[config.mk]
export PLATFORM = sky130hd
export DESIGN_NAME = bcd_to_ex3_ser
export DESIGN_NICKNAME = d
export VERILOG_FILES = /design/src/rtl/bcd_ex3_pkg.sv /design/src/rtl/bcd_ex3_digit.sv /design/src/rtl/bcd_to_ex3_ser.sv
export SDC_FILE = /design/constraint.sdc
export NUM_CORES = 1
export LEC_CHECK = 0
export BUFFER_PORTS_ARGS = -buffer_cell sky130_fd_sc_hd__buf_4
export CORE_AREA = 10 10 64 66
export DETAILED_ROUTE_END_ITERATION = 12
export DIE_AREA = 0 0 74 76
export GPL_TIMING_DRIVEN = 0
export PLACE_DENSITY = 0.65
export SETUP_SLACK_MARGIN = 0.5
export SKIP_LAST_GASP = 1
export SYNTH_ARGS = -nofsm -noshare
export SYNTH_HDL_FRONTEND = slang
export SYNTH_HIERARCHICAL = 1
export SYNTH_SLANG_ARGS = --single-unit
[constraint.sdc]
create_clock -name clk -period 2.7 [get_ports clk]
set_clock_uncertainty 0.05 [all_clocks]
set_input_delay 0.54 -clock clk [delete_from_list [all_inputs] [get_ports clk]]
set_output_delay 0.54 -clock clk [all_outputs]
set_load 0.01 [all_outputs]
[src/rtl/bcd_ex3_pkg.sv]
`default_nettype none
// ============================================================================
// Module      : bcd_ex3_pkg
// Description : Shared constants, FSM state type and digit-validity helper
//               for the BCD <-> Excess-3 conversion blocks.
// Revision    : 1.0 - initial release
// ============================================================================
package bcd_ex3_pkg;

  // Excess-3 bias added to every valid BCD digit
  localparam logic [3:0] EX3_OFFSET  = 4'd3;
  // Code emitted in place of a non-BCD source digit
  localparam logic [3:0] EX3_INVALID = 4'b1111;

  // Serializer states: IDLE waits for a word, SEND streams its digits
  typedef enum logic [0:0] {
    IDLE = 1'b0,
    SEND = 1'b1
  } state_t;

  // A BCD digit is legal only in the range 0..9
  function automatic logic bcd_digit_valid(input logic [3:0] d);
    return (d <= 4'd9);
  endfunction

endpackage
`default_nettype wire

[src/rtl/bcd_ex3_digit.sv]
`default_nettype none
// ============================================================================
// Module      : bcd_ex3_digit
// Description : Combinational single-digit BCD to Excess-3 encoder. Illegal
//               BCD codes (1010..1111) map to EX3_INVALID and raise o_err.
// Revision    : 1.0 - initial release
// ============================================================================
module bcd_ex3_digit
  import bcd_ex3_pkg::*;
(
  input  logic [3:0] i_bcd,
  output logic [3:0] o_ex3,
  output logic       o_err
);

  // Add the Excess-3 bias (4-bit wrap) or substitute the invalid code
  always_comb begin
    o_err = !bcd_digit_valid(i_bcd);
    o_ex3 = o_err ? EX3_INVALID : (i_bcd + EX3_OFFSET);
  end

endmodule
`default_nettype wire

[src/rtl/bcd_to_ex3_ser.sv]
`default_nettype none
// ============================================================================
// Module      : bcd_to_ex3_ser
// Description : Accepts a packed NDIG-digit BCD word over a valid/ready
//               handshake and streams it out one Excess-3 digit per transfer,
//               least-significant digit first, flagging the last digit and
//               any illegal source digit.
// Options     : define BCD_TO_EX3_PARITY_EN to add out_par (odd parity over
//               out_ex3).
// Revision    : 1.0 - initial release
// ============================================================================
module bcd_to_ex3_ser
  import bcd_ex3_pkg::*;
#(
  parameter int NDIG = 4
)
(
  input  logic              clk,
  input  logic              rst,
  input  logic              in_valid,
  output logic              in_ready,
  input  logic [4*NDIG-1:0] in_bcd,
  output logic              out_valid,
  input  logic              out_ready,
  output logic [3:0]        out_ex3,
  output logic              out_last,
  output logic              out_err,
`ifdef BCD_TO_EX3_PARITY_EN
  output logic              out_par,
`endif
  output logic              busy
);

  localparam int               IDX_W    = (NDIG > 1) ? $clog2(NDIG) : 1;
  localparam logic [IDX_W-1:0] LAST_IDX = IDX_W'(NDIG - 1);

  state_t            r_state;
  state_t            w_state_nxt;
  logic [4*NDIG-1:0] r_word;
  logic [IDX_W-1:0]  r_idx;
  logic              w_accept;
  logic              w_xfer;
  logic              w_at_last;
  logic [3:0]        w_digit;
  logic [3:0]        w_ex3;
  logic              w_err;

  assign w_at_last = (r_idx == LAST_IDX);

  // State register
  always_ff @(posedge clk) begin
    if (rst) begin
      r_state <= IDLE;
    end else begin
      r_state <= w_state_nxt;
    end
  end

  // Next-state and handshake decode; rst masks the handshakes so a
  // same-cycle transfer can never slip past a reset
  always_comb begin
    w_state_nxt = r_state;
    in_ready    = 1'b0;
    out_valid   = 1'b0;
    busy        = 1'b0;
    w_accept    = 1'b0;
    w_xfer      = 1'b0;
    if (rst) begin
      in_ready    = 1'b1;
      w_state_nxt = IDLE;
    end else begin
      case (r_state)
        IDLE: begin
          in_ready = 1'b1;
          if (in_valid) begin
            w_accept    = 1'b1;
            w_state_nxt = SEND;
          end
        end
        SEND: begin
          out_valid = 1'b1;
          busy      = 1'b1;
          if (out_ready) begin
            w_xfer = 1'b1;
            if (w_at_last) begin
              w_state_nxt = IDLE;
            end
          end
        end
        default: w_state_nxt = IDLE;
      endcase
    end
  end

  // Held word and digit index; the index wraps to 0 after the last digit
  always_ff @(posedge clk) begin
    if (rst) begin
      r_word <= '0;
      r_idx  <= '0;
    end else if (w_accept) begin
      r_word <= in_bcd;
      r_idx  <= '0;
    end else if (w_xfer) begin
      r_idx  <= w_at_last ? '0 : (r_idx + IDX_W'(1));
    end
  end

  // Select the current BCD digit from the held word
  always_comb begin
    w_digit = 4'd0;
    for (int i = 0; i < NDIG; i++) begin
      if (r_idx == IDX_W'(i)) begin
        w_digit = r_word[4*i +: 4];
      end
    end
  end

  bcd_ex3_digit u_digit (
    .i_bcd (w_digit),
    .o_ex3 (w_ex3),
    .o_err (w_err)
  );

  // Digit outputs are zero whenever no digit is being presented
  always_comb begin
    out_ex3  = out_valid ? w_ex3 : 4'd0;
    out_last = out_valid & w_at_last;
    out_err  = out_valid & w_err;
  end

`ifdef BCD_TO_EX3_PARITY_EN
  // Odd parity: total ones across out_ex3 and out_par is odd
  always_comb begin
    out_par = out_valid & ~(^w_ex3);
  end
`endif

endmodule
`default_nettype wire

* Word-level counts from Yosys, hierarchy flattened
Index checks and enable logic that the tools add are counted.
Operators by class: shift operators 0, mux-type cells 20, $mul 0, reductions and logical operators 3, divide/modulo/power cells 0, equality and inequality tests 3, bitwise logic cells 3, add/subtract/negate cells 2, $lt $le $gt $ge 1
Operators with widths (count):
- $mux 4 | 6
- $mux 1 | 12
- $add 4x2->4 const B | 1
- $eq 2x2->1 const B | 2
- $le 4x4->1 const B | 1
- $add 2x1->2 const B | 1
- $and 1x1->1 | 2
- $eq 2x1->1 const B | 1
- $logic_not 2->1 | 1
- $mux 2 | 1
- $pmux 1 s2 | 1
- $reduce_or 2->1 | 1
- $logic_not 1->1 | 1
- $not 1->1 | 1
Storage, ports and cells: memory bits (writable) 0, input port bits 20, memories 0, bits in registers 19, latch bits 0, output and inout bits 9, word-level logic and storage cells 35, bits in read-only memories 0

* Longest topological paths before layout
word-level depth 8, depth in mapped cells 10

* Cells and area by module
The synthesis kept the hierarchy.
By module, submodules not included:
- bcd_to_ex3_ser | times used 1, cells an instance 125, area each 998.5 sq um, sequential area each 380.4 sq um
- bcd_ex3_digit | times used 1, cells an instance 15, area each 93.8 sq um, sequential area each 0.0 sq um

* Worst setup path before layout
OpenSTA, ideal clock, no wires.
path type register to output, start reg r_idx[0], end out out_ex3[0], arrival 2.057 ns, path buffers 1, stages on the path, launching flop included 10, slack 0.053 ns, required time 2.110 ns, cell sequence dfxtp_1 > ha_1 > buf_2 > a22o_1 > a31oi_1 > inv_1 > ha_1 > or3b_1 > nand3_1 > and2_1
On the way: longest elaborated chain between the ends 8, elaborated cells between the ends (all ways) 12, classes of those cells add/sub (1); order compare (1); eq/ne (3); mux (6); reduce/logical (1)
RTL lines:
- start, declared | line bcd_to_ex3_ser.sv:40 | logic [IDX_W-1:0] r_idx;
- start signal, assigned | line bcd_to_ex3_ser.sv:104 | r_idx <= w_at_last ? '0 : (r_idx + IDX_W'(1));
- $logic_not 2->1 | line bcd_to_ex3_ser.sv:112 | if (r_idx == IDX_W'(i)) begin
- $mux 4 (3 in a row) | line bcd_to_ex3_ser.sv:112
- $mux 4 * | line bcd_to_ex3_ser.sv:112
- via w_digit[0] | line bcd_to_ex3_ser.sv:44 | logic [3:0] w_digit;
- $add 4x2->4 or $le 4x4->1 (tied branches) | line bcd_ex3_digit.sv:19, bcd_ex3_pkg.sv:23
- $mux 4 * | line bcd_ex3_digit.sv:19 | o_ex3 = o_err ? EX3_INVALID : (i_bcd + EX3_OFFSET);
- via w_ex3[0] | line bcd_to_ex3_ser.sv:45 | logic [3:0] w_ex3;
- $mux 4 * | line bcd_to_ex3_ser.sv:126 | out_ex3 = out_valid ? w_ex3 : 4'd0;
- end, declared | line bcd_to_ex3_ser.sv:25 | output logic [3:0] out_ex3,
The timed path passes the listed nets; every way through them passes the cells marked *.

* Final worst setup path
start reg r_idx[1], end out out_ex3[2]
The elaborated chain is that of the path after synthesis.

==> flow_summary_export.csv <==
group,metric,value,unit
run_status,status,"finished with violations",
run_status,violations,"setup timing",
detailed_routing,drtAntennaViolNets,0,
clock_tree,clock_latency,300,ps
grt,grt-ovfl-total,0,
critical_path,cp_cell_sequence,"ha_4 > buf_6 > a22o_1 > a31oi_1 > inv_1 > ha_4 > buf_4 > buf_6 > nor3b_2 > a21oi_1 > and2_4 > buf_6",
critical_path,worst-path-buf-inv,5,
floorplanning,die_area,5620,µm²
job,maxCapViolCount,0,
detailed_routing,drt_iter0_markers,27,
critical_path,max_stage_delay,380,ps
critical_path,critPathLaunchType,"flip-flop",
synth,ys_seq_area_share,34.8,%
floorplanning,io_pins,29,
critical_path,r2r_end,"r_idx[0]$_SDFFE_PP0P_",
worst_hold_path,hold_path.class,"flip-flop to flip-flop",
power,leakage,0.000639,µW
cells_and_area,drive_above_1_share,44.8,%
floorplanning,start_util,37.3,%
clock_tree,cts_buffers,3,
clock_tree,cts_sinks,19,
cells_and_area,mostFrequentLayoutCell,"nand2_1",
clock_tree,path_clk_slew,100,ps
grt,grt_pass1_wl,4.53,mm
power,peakVddDrop,0.284,mV
clock_tree,clockBufferDepth,2,
critical_path,ff2ff_setup_slack,1490,ps
clock_tree,hold_buffers,0,
worst_hold_path,hold_depth,2,
timing,period_needed,2930,ps
power,power.share.sequential,50.1,%
grt,grt_util_all_layers,9.72,%
clock_tree,cts_root_buf,"clkbuf_4",
placed_design,hpwl,2.09,mm
grt,grt_pass1_vias,1056,
synth,syn_area_per_cell,7.80,µm²
worst_hold_path,hold_start,"r_word[8]$_SDFFE_PP0P_",
critical_path,crit_fanout,7,
synth,synthesis.nets,166,
power,p_comb_share,26.1,%
critical_path,slowest_stage,"dfxtp_4",
timing,rsz0062_at_grt,"true",
floorplanning,core_area,2930,µm²
cells_and_area,layout_common_cells,"nand2_1 (37), buf_4 (35), dfxtp_1 (17)",
worst_hold_path,min_to,"r_word[8]$_SDFFE_PP0P_",
detailed_routing,routedWlPerCell,12.4,µm
clock_tree,htree_levels,1,
grt,grt_antenna_before_repair,0,
cells_and_area,diodes,0,
power,power.density,381,nW/µm²
critical_path,worst_r2r_startpoint,"r_idx[1]$_SDFFE_PP0P_",
synth,yosys_warnings,6,
detailed_routing,routed_via_density,4.91,
synth,syn_area,1090,µm²
detailed_routing,drcViolationCount,0,
critical_path,cp.depth,12,
critical_path,r2r.worst_path.cells,6,
cells_and_area,nets,208,
critical_path,cpLargestDelayFamily,"buffers and inverters",
timing,final-max-slew-violation-count,0,
detailed_routing,vias,1051,
timing,fin_crit_sh,109,%
timing,hold_ws,412,ps
timing,setup_viol,4,
timing,max_slew_margin,71.3,%
critical_path,path_common_cell,"buf_6",
timing,setup_tns,-867,ps
power,power_frac_clock,23.8,%
power,power_switching,170,µW
synth,synthCells,140,
cells_and_area,area_delta_synth_final,45.5,%
detailed_routing,firstDrtPassIters,4,
grt,grt_max_degree,12,
power,report.power.total,606,µW
floorplanning,fp.dieW,74,µm
critical_path,crit_required,2110,ps
timing,worst_pin_slew,428,ps
floorplanning,fp-row-count,20,
placed_design,routabilityCongestion,0.873,
critical_path,path_class,"flip-flop to output pin",
detailed_routing,wirelength,2.65,mm
placed_design,dp_slack,3.98,ps
clock_tree,cts_tree,"yes",
timing,setup_ws,-232,ps
power,intPower,436,µW
timing,hold_viol_final,0,
placed_design,io_buffer_count,28,
synth,synth.distinct_cells,25,
synth,synth_seq_cells,19,
floorplanning,die_h,76,µm
critical_path,arrival,2340,ps
timing,fmax,341,MHz
critical_path,critPathLaunch,"r_idx[1]$_SDFFE_PP0P_",
power,p_sw_share,28.0,%
critical_path,worst_setup_path_end_kind,"output pin",
## worst max-delay path by stage
stage / to / slack, ps
2_1_floorplan: out_ex3[0] / 240
3_3_place_gp: out_ex3[0] / 50
3_5_place_dp: out_ex3[0] / 4
4_1_cts: out_ex3[0] / -260
5_1_grt: out_ex3[2] / -380
6_report: out_ex3[2] / -230
## state kept, by name (all words and copies together), names as in the netlist
signal / count
r_word: 16
r_idx: 2
r_state: 1
## stage by stage
| stage | cell area, µm² | util, % | cells |
|---|---|---|---|
| global route | 1590 | 54.3 | 214 |
| CTS | 1550 | 52.9 | 212 |
| finish | 1590 | 54.3 | 214 |
| global placement | 1390 | 47.4 | 201 |
| floorplan | 1140 | - | 140 |
| detailed placement | 1390 | 47.4 | 201 |
## logic make-up (layout without fill, tap and decap cells)
logic type | after synthesis | in the layout | share of synthesized area, %
flops | 19 | 19 | 34.8
compound gates | 30 | 30 | 20.3
buf+inv | 19 | 60 | 9.97
simple gates | 65 | 65 | 27.1
mux | 1 | 1 | 0.916
fa+ha+maj | 6 | 6 | 6.87
## cell usage after synthesis
cell type	n	area, µm²
a21oi_1	7	35.0
a21oi_2	10	87.6
a22o_1	4	35.0
a311oi_1	1	8.76
a31oi_1	4	25.0
a32oi_1	2	17.5
and2_1	6	37.5
and2b_1	1	7.51
buf_2	3	15.0
buf_4	3	22.5
buf_6	3	33.8
dfxtp_1	19	380
ha_1	6	75.1
inv_1	10	37.5
mux2i_1	1	10.0
nand2_1	37	139
nand2b_1	2	12.5
nand3_1	2	10.0
nand3b_1	4	30.0
nor2_1	10	37.5
nor2b_1	1	6.26
nor3b_1	1	7.51
o21a_1	1	7.51
o21ai_0	1	5.00
or3b_1	1	8.76
## timing repair
action	CTS	global route
pin swaps	7	7
resized for setup	18	4
setup endpoints to repair	5	5
setup buffers	7	2
hold endpoints to repair	0	0
## layer usage
layer	wire length, µm	global-route usage, %	up-vias	share of wire [%]
li1	-	-	539	-
met1	1160	11.0	473	44
met2	1280	16.1	34	48
met3	160	2.60	5	6.0
met4	51	4.48	0	1.9
met5	0	0	-	0
## power by group through the flow
stage	Combinational (µW)	Sequential (µW)	Clock, µW
floorplan	85.7	308	0
global placement	127	310	0
detailed placement	132	311	0
CTS	152	303	151
global route	175	306	164
finish	158	303	144
## worst register-to-register path, cell delays in order, from the launching register on
cell and delay (ps):
dfxtp_4 390, ha_4 140, buf_6 120, buf_4 120, nor2_1 40, a32oi_1 200, nor2_1 50
## area by class of cell
type	instances	area [µm²]
Buffer	9	77.6
Multi-Input combinational cell	102	721
Clock buffer	3	22.5
Inverter	10	37.5
Timing Repair Buffer	37	297
Tap cell	33	41.3
Clock inverter	1	5.00
Fill cell	279	1340
Sequential cell	19	388
Note: power is estimated with default switching activity, not from simulation.
